===== src/rtl/dunit_regfile_dumper.sv =====
// Debug-unit register file dumper: walks the regfile debug read port and streams each word
// MSB-first as bytes to the UART TX over a valid/ready handshake.
module dunit_regfile_dumper #(
  parameter int unsigned NB_REG   = 32,
  parameter int unsigned NB_ADDR  = 5,
  parameter int unsigned N_REGS   = 32,
  parameter int unsigned READ_LAT = 1
) (
  input  logic               i_clk,
  input  logic               i_reset,
  input  logic               i_start,
  output logic [NB_ADDR-1:0] o_dunit_addr,
  input  logic [NB_REG-1:0]  i_dunit_reg,
  output logic [7:0]         o_tx_data,
  output logic               o_tx_valid,
  input  logic               i_tx_ready,
  output logic               o_busy,
  output logic               o_done
);

  localparam int unsigned NB_BYTES = NB_REG / 8;
  localparam int unsigned NB_BCNT  = (NB_BYTES > 1) ? $clog2(NB_BYTES) : 1;

  localparam logic [2:0]         LAT_RELOAD = 3'(READ_LAT - 1);
  localparam logic [NB_BCNT-1:0] BYTE_LAST  = NB_BCNT'(NB_BYTES - 1);
  localparam logic [NB_ADDR-1:0] ADDR_LAST  = NB_ADDR'(N_REGS - 1);

  typedef enum logic [1:0] {
    StIdle,
    StWait,
    StSend,
    StDone
  } state_e;

  state_e               state_q, state_d;
  logic [NB_ADDR-1:0]   addr_q, addr_d;
  logic [2:0]           lat_q, lat_d;
  logic [NB_BCNT-1:0]   byte_q, byte_d;
  logic [NB_REG-1:0]    shift_q, shift_d;

  always_ff @(posedge i_clk or posedge i_reset) begin
    if (i_reset) begin
      state_q <= StIdle;
      addr_q  <= '0;
      lat_q   <= '0;
      byte_q  <= '0;
      shift_q <= '0;
    end else begin
      state_q <= state_d;
      addr_q  <= addr_d;
      lat_q   <= lat_d;
      byte_q  <= byte_d;
      shift_q <= shift_d;
    end
  end

  always_comb begin
    state_d = state_q;
    addr_d  = addr_q;
    lat_d   = lat_q;
    byte_d  = byte_q;
    shift_d = shift_q;
    unique case (state_q)
      StIdle: begin
        if (i_start) begin
          state_d = StWait;
          addr_d  = '0;
          lat_d   = LAT_RELOAD;
        end
      end
      StWait: begin
        if (lat_q == '0) begin
          shift_d = i_dunit_reg;
          byte_d  = BYTE_LAST;
          state_d = StSend;
        end else begin
          lat_d = lat_q - 3'd1;
        end
      end
      StSend: begin
        // The top byte of shift_q is the presented byte; it only moves on a transfer.
        if (i_tx_ready) begin
          shift_d = shift_q << 8;
          if (byte_q != '0) begin
            byte_d = byte_q - NB_BCNT'(1);
          end else if (addr_q != ADDR_LAST) begin
            addr_d  = addr_q + NB_ADDR'(1);
            lat_d   = LAT_RELOAD;
            state_d = StWait;
          end else begin
            state_d = StDone;
          end
        end
      end
      StDone: begin
        state_d = StIdle;
        addr_d  = '0;
      end
      default: state_d = StIdle;
    endcase
  end

  assign o_dunit_addr = addr_q;
  assign o_tx_data    = shift_q[NB_REG-1 -: 8];
  assign o_tx_valid   = (state_q == StSend);
  assign o_busy       = (state_q == StWait) || (state_q == StSend);
  assign o_done       = (state_q == StDone);

endmodule


===== config.mk =====
export PLATFORM = sky130hd
export DESIGN_NAME = dunit_regfile_dumper
export DESIGN_NICKNAME = d
export VERILOG_FILES = /design/src/rtl/dunit_regfile_dumper.sv
export SDC_FILE = /design/constraint.sdc
export NUM_CORES = 1
export LEC_CHECK = 0
export CORE_MARGIN = 2
export CORE_UTILIZATION = 35
export DETAILED_ROUTE_END_ITERATION = 7
export MAX_ROUTING_LAYER = met4
export SLEW_MARGIN = 30
export SYNTH_ARGS = -nofsm -noshare
export SYNTH_HDL_FRONTEND = slang
export SYNTH_SLANG_ARGS = --single-unit

===== constraint.sdc =====
create_clock -name i_clk -period 4.9 [get_ports i_clk]
set_input_delay 0.98 -clock i_clk [delete_from_list [all_inputs] [get_ports i_clk]]
set_output_delay 0.98 -clock i_clk [all_outputs]
set_load 0.1 [all_outputs]

==> results.md <==
- The number of design-rule violations left by the first detailed-router iteration is 79.
- Sequential cells were found to cover a little under half of the synthesized design area.
- The post-cts resize count is 0.
- After floorplanning, the core was divided into 30 placement rows.
- Summed over all layers, the routed wires come to 5010 µm.
- The worst clock skew is about 0.0036 ns.
- The analysis attributes to cell leakage a power of 1.22 nW.
- The hold buffer count at cts is 0.
- Setup total negative slack on the finished layout was measured at 0 ns.
- The initial utilization of the core area, before any placement, comes to a little over a third.
- The share of final-layout standard cells stronger than drive strength 1 is roughly 14%.
- The H-tree level count is 2.
- The clock root buffer is clkbuf_8.
- Buffers added to address setup during post-CTS repair amount to 0.
- The tree built by TritonCTS fans out to 44 sinks.
- The filler cells instantiated in the layout total 674.
- The run finished with clean final reports.
- The average wire per standard cell is around 15 µm.
- In the routed layout, each cell is associated on average with a via count of approximately 5.2.
- From bottom edge to top edge, the die measures 87.3 µm.
- When the netlist entered floorplanning its net count stood at about 270.
- STA puts the critical path data arrival time at between 2 and 2.5 ns.
- The number of enable-type register cells in the synthesized netlist is 0.
- In this run the cell area of the synthesized design comes to 2430 µm².
- The sink of the worst hold path is shift_q[3]$_DFFE_PP0P_.
- The count of cell types in the netlist is 38.
- Counting I/O delays and the setup requirement, the final critical path takes 3.19 ns.
- The pin count of the biggest net entering global routing is 45.
- Pin placement for this block handled 52 I/O pins.
- The number of detailed-routing iterations run before antenna repair is 4.
- The detail route stage leaves a number of antenna-violating nets equal to 0.
- Across the VDD grid, the largest voltage drop is 0.514 mV.
- Of all nets on the critical path, the largest fanout is 4.
- The critical hold path startpoint is shift_q[3]$_DFFE_PP0P_.
- TritonCTS built the clock tree.
- Setup violations remaining at the end of the flow were counted as 0.
- The class of the worst hold path is reg -> reg.
- The first global-routing pass estimated about 8300 µm of wire.
- Clock-pin slew was measured on the worst setup and hold paths at about 0.08 ns.
- The floorplan step defined a core boundary enclosing 6760 µm².
- The power density over the cells is 643 nW/µm².
- The post-route worst hold slack is between 0.5 and 0.6 ns.
- The final layout contains around 300 nets.
- The worst path uses approximately two thirds of the clock period.
- The global-route total usage across every layer is 14.2%.
- The final-report hold violation count came to 0.
- The area growth from synthesis to layout is 22.5%.
- The CTS buffer count is 5.
- The detailed-route DRC error count is 0.
- The final max-slew violation count is 0.
- The worst reg-to-reg path cell count is 7.
- The placer's final routability congestion estimate is just under 0.8.
- The setup check on the worst reg-to-reg path leaves a slack of ~2.3 ns.
- The initial antenna violation count is 0.
- In the synthesized netlist, the number of instances is 223.
- Yosys printed 0 warnings.
- Port buffering added 51 buffers.
- Counting flops and latches in the post-synthesis netlist gives 44.
- For the worst-skew pair, the clock arrives at the later sink with an insertion delay of 0.29 ns.
- The die covers 7610 µm².
- The fraction of synthesis flops using an asynchronous set or reset pin is 100%.
- The endpoint required time on the critical path is 3.92 ns.
- The via count of the first global-routing pass was around 1700.
- The transition time of the tightest slew-check pin is 0.967 ns.
- The worst register-to-register path begins at state_q[0]$_DFFE_PP0P_.
- The half-perimeter wire length after placement is approximately 3300 µm.
- After global routing the overflow that remains totals 0.
- Setup repair after global routing left no endpoint under its margin.
- The number of antenna diodes in the final layout is 0.
- Counting instances, the worst hold path has a depth of 1.
- The clock passes through at most 2 buffers.
- By startpoint and endpoint, the worst setup path is classified as reg -> out.
- The nature of the critical path endpoint is a primary output.
- The floorplan step set the die width to around 87 µm.
- The via count is between 1500 and 2000.
- The relative max-transition margin is a little over a third.
- The most common flop cell mapped by yosys is dfrtp_1.
- The mean instance size in the synthesized netlist is 10.9 µm².
- The max-cap check violation count is 0.
- The startpoint type of the worst setup path is a flip-flop.
- The capture instance of the worst register-to-register path is shift_q[31]$_DFFE_PP0P_.
- The timing-limited maximum frequency is 313 MHz.
[power by group]
part,switching [mW],internal [mW]
clock,0.114,0.0970
sequential,0.0763,0.509
combinational,0.753,0.363
total,0.944,0.969
[logic make-up (layout without fill, tap and decap cells)]
| family | count (synthesis) | after routing | share of synthesized area, % |
|---|---|---|---|
| adders and majority gates | 10 | 10 | 5.16 |
| DFF | 44 | 44 | 45.4 |
| AOI/OAI and AO/OA | 76 | 76 | 22.7 |
| and+or+nand+nor | 31 | 31 | 7.07 |
| muxes | 27 | 27 | 11.3 |
| buffers and inverters | 35 | 70 | 8.30 |
[cell usage after synthesis (all sizes together), types with 5 or more instances]
library cell  number  area share, %
nand2              5           0.77
dfrtp             44             45
buf               20            6.0
mux2i             26             11
a22o               8            2.9
clkbuf             5           0.77
ha                10            5.2
a21oi             50             13
inv               10            1.5
nor2               5           0.77
[layout make-up]
class / count / area (µm²) / share of cell area (%)
clock buffers: 6 / 72.6 / 2.44
clock inverters: 1 / 5.00 / 0.168
inverters: 10 / 40.0 / 1.35
multi-input cells: 144 / 1130 / 38.0
flip-flops and latches: 44 / 1100 / 37.0
well taps: 80 / 100 / 3.37
repair buffers: 53 / 526 / 17.7
[stage by stage]
step / util, % / worst slack, ns / cell area [µm²] / std cells / power (mW)
after floorplan: - / 2.36 / 2430 / 223 / 1.57
after global placement: 42.8 / 2.06 / 2890 / 331 / 1.71
after detailed placement: 42.9 / 2.03 / 2900 / 331 / 1.72
after CTS: 44.0 / 1.70 / 2970 / 338 / 1.94
after global routing: 44.0 / 1.62 / 2970 / 338 / 2.04
final: 44.0 / 1.71 / 2970 / 338 / 1.91
[state kept, by name, indices dropped and copies added, names as in the netlist]
name and flops:
byte_q 2, shift_q 32, lat_q 3, o_dunit_addr 5
state_q 2
[worst max-delay path, cell delays in order, from the launching register on]
cell and delay [ns]:
dfrtp_1 0.40, inv_1 0.11, ha_1 0.29, clkdlybuf4s50_1 1.12
[layout by cell type (no fill, tap or decap), types with 5 or more instances in the layout]
cell type / n
nand2_1: 5
clkdlybuf4s50_1: 51
a21oi_2: 20
dfrtp_1: 44
inv_1: 9
a22o_1: 8
nor2_1: 5
ha_1: 9
mux2i_1: 26
clkbuf_8: 5
a21oi_1: 30
[worst max path at each step]
stage / start / endpoint / slack (ns)
after floorplan: o_dunit_addr[0]$_DFFE_PP0P_ / lat_q[0]$_DFFE_PP0P_ / 2.36
final: state_q[1]$_DFFE_PP0P_ / o_busy / 1.71
after detailed placement: state_q[1]$_DFFE_PP0P_ / o_busy / 2.03
after global placement: state_q[1]$_DFFE_PP0P_ / o_busy / 2.06
after global routing: state_q[1]$_DFFE_PP0P_ / o_busy / 1.62
after CTS: state_q[1]$_DFFE_PP0P_ / o_busy / 1.70
[metal layers]
layer  track usage [%]  share of wire, %
met3              3.79               3.9
met4              2.52              0.38
met2              21.1                46
met5                 -                 0
met1              19.7                49
No activity file was read; power rests on OpenSTA's default activity.
